### src/rtl/ebpc_out_arbiter.sv
// Merges the BPC and ZNZ encoder streams into one tagged stream using
// burst-locked round-robin, with per-stream delivered-beat counters.
module ebpc_out_arbiter #(
    parameter int DATA_W    = 8,
    parameter int BURST_LEN = 8,
    parameter int CNT_W     = 32
) (
    input  logic              clk_i,
    input  logic              rst_ni,
    input  logic [DATA_W-1:0] bpc_data_i,
    input  logic              bpc_vld_i,
    output logic              bpc_rdy_o,
    input  logic [DATA_W-1:0] znz_data_i,
    input  logic              znz_vld_i,
    output logic              znz_rdy_o,
    output logic [DATA_W-1:0] data_o,
    output logic              src_o,
    output logic              vld_o,
    input  logic              rdy_i,
    input  logic              clr_i,
    output logic [CNT_W-1:0]  bpc_cnt_o,
    output logic [CNT_W-1:0]  znz_cnt_o
);
    localparam int                BEAT_W    = $clog2(BURST_LEN);
    localparam logic [BEAT_W-1:0] LAST_BEAT = BEAT_W'(BURST_LEN - 1);
    localparam logic [CNT_W-1:0]  CNT_MAX   = '1;

    typedef enum logic {GNT_BPC = 1'b0, GNT_ZNZ = 1'b1} gnt_e;

    gnt_e              r_state, w_state_nxt;
    logic [BEAT_W-1:0] r_beat, w_beat_nxt;
    logic              r_vld;
    logic [DATA_W-1:0] r_data;
    logic              r_src;
    logic [CNT_W-1:0]  r_bpc_cnt, r_znz_cnt;

    logic              w_take, w_gnt_vld, w_oth_vld, w_accept, w_hs;
    logic [DATA_W-1:0] w_gnt_data;

    // Ready depends only on registered state and rdy_i, never on the valids.
    assign w_take     = !r_vld || rdy_i;
    assign bpc_rdy_o  = (r_state == GNT_BPC) && w_take;
    assign znz_rdy_o  = (r_state == GNT_ZNZ) && w_take;

    assign w_gnt_vld  = (r_state == GNT_ZNZ) ? znz_vld_i  : bpc_vld_i;
    assign w_oth_vld  = (r_state == GNT_ZNZ) ? bpc_vld_i  : znz_vld_i;
    assign w_gnt_data = (r_state == GNT_ZNZ) ? znz_data_i : bpc_data_i;
    assign w_accept   = w_gnt_vld && w_take;
    assign w_hs       = r_vld && rdy_i;

    always_ff @(posedge clk_i or negedge rst_ni) begin
        if (!rst_ni) begin
            r_state <= GNT_BPC;
            r_beat  <= '0;
        end else begin
            r_state <= w_state_nxt;
            r_beat  <= w_beat_nxt;
        end
    end

    // A count-triggered switch happens on the accepting edge (no bubble);
    // a yield needs an idle granted source, so it always costs one cycle.
    always_comb begin
        w_state_nxt = r_state;
        w_beat_nxt  = r_beat;
        if (w_accept) begin
            if (r_beat == LAST_BEAT) begin
                w_beat_nxt = '0;
                if (w_oth_vld) w_state_nxt = (r_state == GNT_BPC) ? GNT_ZNZ : GNT_BPC;
            end else begin
                w_beat_nxt = r_beat + BEAT_W'(1);
            end
        end else if (!w_gnt_vld && w_oth_vld) begin
            w_state_nxt = (r_state == GNT_BPC) ? GNT_ZNZ : GNT_BPC;
            w_beat_nxt  = '0;
        end
    end

    always_ff @(posedge clk_i or negedge rst_ni) begin
        if (!rst_ni) begin
            r_vld  <= 1'b0;
            r_data <= '0;
            r_src  <= 1'b0;
        end else if (w_accept) begin
            r_vld  <= 1'b1;
            r_data <= w_gnt_data;
            r_src  <= (r_state == GNT_ZNZ);
        end else if (rdy_i) begin
            r_vld  <= 1'b0;
        end
    end

    // Clear wins, but a handshake in the clearing cycle still counts as one.
    always_ff @(posedge clk_i or negedge rst_ni) begin
        if (!rst_ni) begin
            r_bpc_cnt <= '0;
            r_znz_cnt <= '0;
        end else if (clr_i) begin
            r_bpc_cnt <= CNT_W'(w_hs && !r_src);
            r_znz_cnt <= CNT_W'(w_hs &&  r_src);
        end else if (w_hs) begin
            if (!r_src && r_bpc_cnt != CNT_MAX) r_bpc_cnt <= r_bpc_cnt + CNT_W'(1);
            if ( r_src && r_znz_cnt != CNT_MAX) r_znz_cnt <= r_znz_cnt + CNT_W'(1);
        end
    end

    assign vld_o     = r_vld;
    assign data_o    = r_data;
    assign src_o     = r_src;
    assign bpc_cnt_o = r_bpc_cnt;
    assign znz_cnt_o = r_znz_cnt;

endmodule
### config.mk
export PLATFORM = sky130hd
export DESIGN_NAME = ebpc_out_arbiter
export DESIGN_NICKNAME = d
export VERILOG_FILES = /design/src/rtl/ebpc_out_arbiter.sv
export SDC_FILE = /design/constraint.sdc
export NUM_CORES = 1
export LEC_CHECK = 0
export ABC_AREA = 1
export CAP_MARGIN = 25
export CORE_ASPECT_RATIO = 0.6
export CORE_MARGIN = 8
export CORE_UTILIZATION = 55
export DETAILED_ROUTE_END_ITERATION = 12
export MAX_ROUTING_LAYER = met4
export PLACE_DENSITY = 0.83
export SYNTH_ARGS = -nofsm -noshare
export SYNTH_HDL_FRONTEND = slang
export SYNTH_SLANG_ARGS = --single-unit
### constraint.sdc
create_clock -name clk_i -period 3.75 [get_ports clk_i]
set_input_delay 0.5625 -clock clk_i [delete_from_list [all_inputs] [get_ports clk_i]]
set_output_delay 0.5625 -clock clk_i [all_outputs]
set_load 0.01 [all_outputs]
==> qor.json <==
{
  "final-setup-viol-count": 0,
  "core-area_um2": 9090,
  "power_report.internal_total_uw": 1750,
  "synth-edff-count": 0,
  "cts-buffers-inserted": 9,
  "design.die.area_um2": 12700,
  "area.sequential_um2": 1950,
  "grt_start_max_net_pins": 79,
  "growth_of_design_area_from_synthesis_to_finish_pct": 27.0,
  "num_vias": 5525,
  "worst_skew_pair.late_latency_ns": 0.34,
  "postSynth.asyncResetShare_pct": 100,
  "drc": 0,
  "die-height_um": 90.5,
  "fmax_ghz": 0.411,
  "rsz_0062_raised_after_global_routing": "false",
  "cts_setup_buffers": 0,
  "start_util_pct": 56.0,
  "ctsHtreeMaxLevel": 3,
  "first_pass_grt_wire_length_um": 25600,
  "track_usage_pct": 25.7,
  "initial_antenna_violation_count": 0,
  "p_leak_uw": 0.00292,
  "min_path_type": "input port to asynchronous set/reset pin",
  "cts.hold.buffers_added": 0,
  "fp-row-count": 27,
  "post_synth_num_cell_types": 30,
  "vias_in_the_first_global_route": 5041,
  "detailed_place.area_um2": 6130,
  "maxSlewHeadroom_pct": 58.9,
  "finish.net_count": 910,
  "post_synth.cell_area_avg_um2": 6.44,
  "drt_first_iter_violations": 648,
  "fin_crit_ns": 2.43,
  "reg2reg_setup_slack_ns": 1.38,
  "route.final.wire_length_um": 15800,
  "cp_data_arrival_time_ns": 1.87,
  "fin_tns_setup_ns": 0,
  "place.detailed.hpwl_um": 11900,
  "synth-seq-area-share_pct": 38.3,
  "final_max_slew_viol_count": 0,
  "fraction_of_layout_instances_using_a_drive_strength_above_1_pct": 5.29,
  "worst-endpoint-required_ns": 3.19,
  "clk_pin_slew_worst_paths_ns": 0.06,
  "finalInstanceArea_um2": 6460,
  "critical_path.startpoint_type": "flop",
  "ioPinCount": 98,
  "ir_worst_vdd_uv": 388,
  "yosys_warnings": 0,
  "firstDrtPassIters": 5,
  "tritoncts": "yes",
  "leading_cell_type_in_the_layout_fill_and_taps_excluded": "sky130_fd_sc_hd__nand2_1",
  "clock_skew_ns": 0.00592,
  "pwr_density_cell_nw_per_um2": 398,
  "yosys_register_bits": 78,
  "end_kind": "output port",
  "tritoncts_num_sinks": 78,
  "worst_slew_pin_slew_ns": 0.614,
  "syn-instance-count": 790,
  "comb_power_share_pct": 24.8,
  "worstPathMaxFanout": 14,
  "post-route-period-util_pct": 64.9,
  "power.switching_uw": 824,
  "cts.root.buffer_cell": "sky130_fd_sc_hd__clkbuf_16",
  "drt.antenna.violating_nets": 0,
  "status": "finished, final reports clean",
  "cts-resized-gates": 0,
  "port_buffers": 97,
  "num-fill-cells": 726,
  "most_frequent_cells_in_the_layout": "sky130_fd_sc_hd__nand2_1, sky130_fd_sc_hd__nor2_1, sky130_fd_sc_hd__clkdlybuf4s50_1, sky130_fd_sc_hd__dfrtp_1, sky130_fd_sc_hd__inv_1",
  "routability_congestion_estimate": 0.995,
  "cap_violations": 0,
  "pwr-share-seq_pct": 39.6,
  "postSynthNetCount": 816,
  "fin_hold_ws_ns": 0.111,
  "dominantRegCellSynth": "sky130_fd_sc_hd__dfrtp_1",
  "synthesis.area_um2": 5090,
  "netSwitchingFraction_pct": 32.0,
  "pwr-share-clk_pct": 35.5,
  "clockBufferDepth": 2,
  "die_extent_in_x_um": 140,
  "worstSetupPathType": "flop to output port",
  "via_per_inst": 5.50,
  "wl_per_cell_um": 15.8,
  "final-hold-violation-count": 0,
  "rr_worst_depth": 11,
  "multiInputGateArea_um2": 2820,
  "gr-total-overflow": 0,
  "antenna_cells_inserted": 0
}
per-stage QoR:
| step | instances | setup slack, ns | util, % | total power, µW |
|---|---|---|---|---|
| 2_1_floorplan | 790 | 1.94 | - | 1380 |
| 3_3_place_gp | 988 | 1.32 | 67.5 | 1650 |
| 3_5_place_dp | 988 | 1.26 | 67.5 | 1670 |
| 4_1_cts | 1003 | 1.31 | 70.8 | 2580 |
| 5_1_grt | 1004 | 1.19 | 71.1 | 2690 |
| 6_report | 1004 | 1.32 | 71.1 | 2570 |
power groups by stage:
stage / sequential (µW) / combinational, µW / clock [µW]
finish: 1020 / 639 / 914
global route: 1030 / 706 / 956
CTS: 1020 / 640 / 920
detailed placement: 1030 / 638 / 0
global placement: 1030 / 622 / 0
floorplan: 1040 / 342 / 0
cell type report:
type	count	share of cell area, %
Clock inverter	4	0.852
Inverter	56	3.25
Multi-Input combinational cell	636	43.6
Tap cell	116	2.25
Timing Repair Buffer	103	16.0
Sequential cell	78	30.2
Clock buffer	11	3.91
worst max-delay path: stages (launching register included):
cell and delay (ns):
sky130_fd_sc_hd__dfrtp_1 0.57, sky130_fd_sc_hd__inv_1 0.26, sky130_fd_sc_hd__nor2_1 0.15, sky130_fd_sc_hd__clkdlybuf4s50_1 0.55
state kept, by name, summed over array words and instances, names as in the netlist:
signal,flops
bpc_cnt_o,32
data_o,8
r_beat,3
r_state,1
src_o,1
vld_o,1
znz_cnt_o,32
per-layer routing:
metal	wire length, µm	GRT usage (%)	up-vias
li1	-	-	2671
met1	7630	36.3	2585
met2	6390	34.8	259
met3	1690	8.55	10
met4	111	4.94	0
met5	0	-	-
kinds of logic after synthesis:
| logic type | Yosys count | share of synthesized area [%] |
|---|---|---|
| xor+xnor | 17 | 2.93 |
| compound gates | 18 | 2.16 |
| flops | 78 | 38.3 |
| buf+inv | 76 | 6.32 |
| simple gates | 597 | 49.3 |
| fa+ha+maj | 4 | 0.983 |
Yosys cell counts, types with 5 or more instances:
cell | number | area, µm²
sky130_fd_sc_hd__nand2_1 | 350 | 1310
sky130_fd_sc_hd__nor2_1 | 135 | 507
sky130_fd_sc_hd__dfrtp_1 | 78 | 1950
sky130_fd_sc_hd__inv_1 | 53 | 199
sky130_fd_sc_hd__nand3_1 | 47 | 235
sky130_fd_sc_hd__nand4_1 | 38 | 238
sky130_fd_sc_hd__xor2_1 | 13 | 114
sky130_fd_sc_hd__or2_2 | 11 | 68.8
sky130_fd_sc_hd__clkbuf_1 | 9 | 33.8
sky130_fd_sc_hd__a31oi_1 | 8 | 50.1
sky130_fd_sc_hd__buf_2 | 5 | 25.0
final timing paths:
path,start,end
max,r_state,znz_rdy_o
min,rst_ni,data_o[1]
min in group clk_i,r_beat[0],r_beat[0]
min reg2reg,r_beat[0],r_beat[0]
max in group asynchronous,rst_ni,znz_cnt_o[15]
max reg2reg,znz_cnt_o[0],znz_cnt_o[11]
Note: power is estimated with default switching activity, not from simulation.
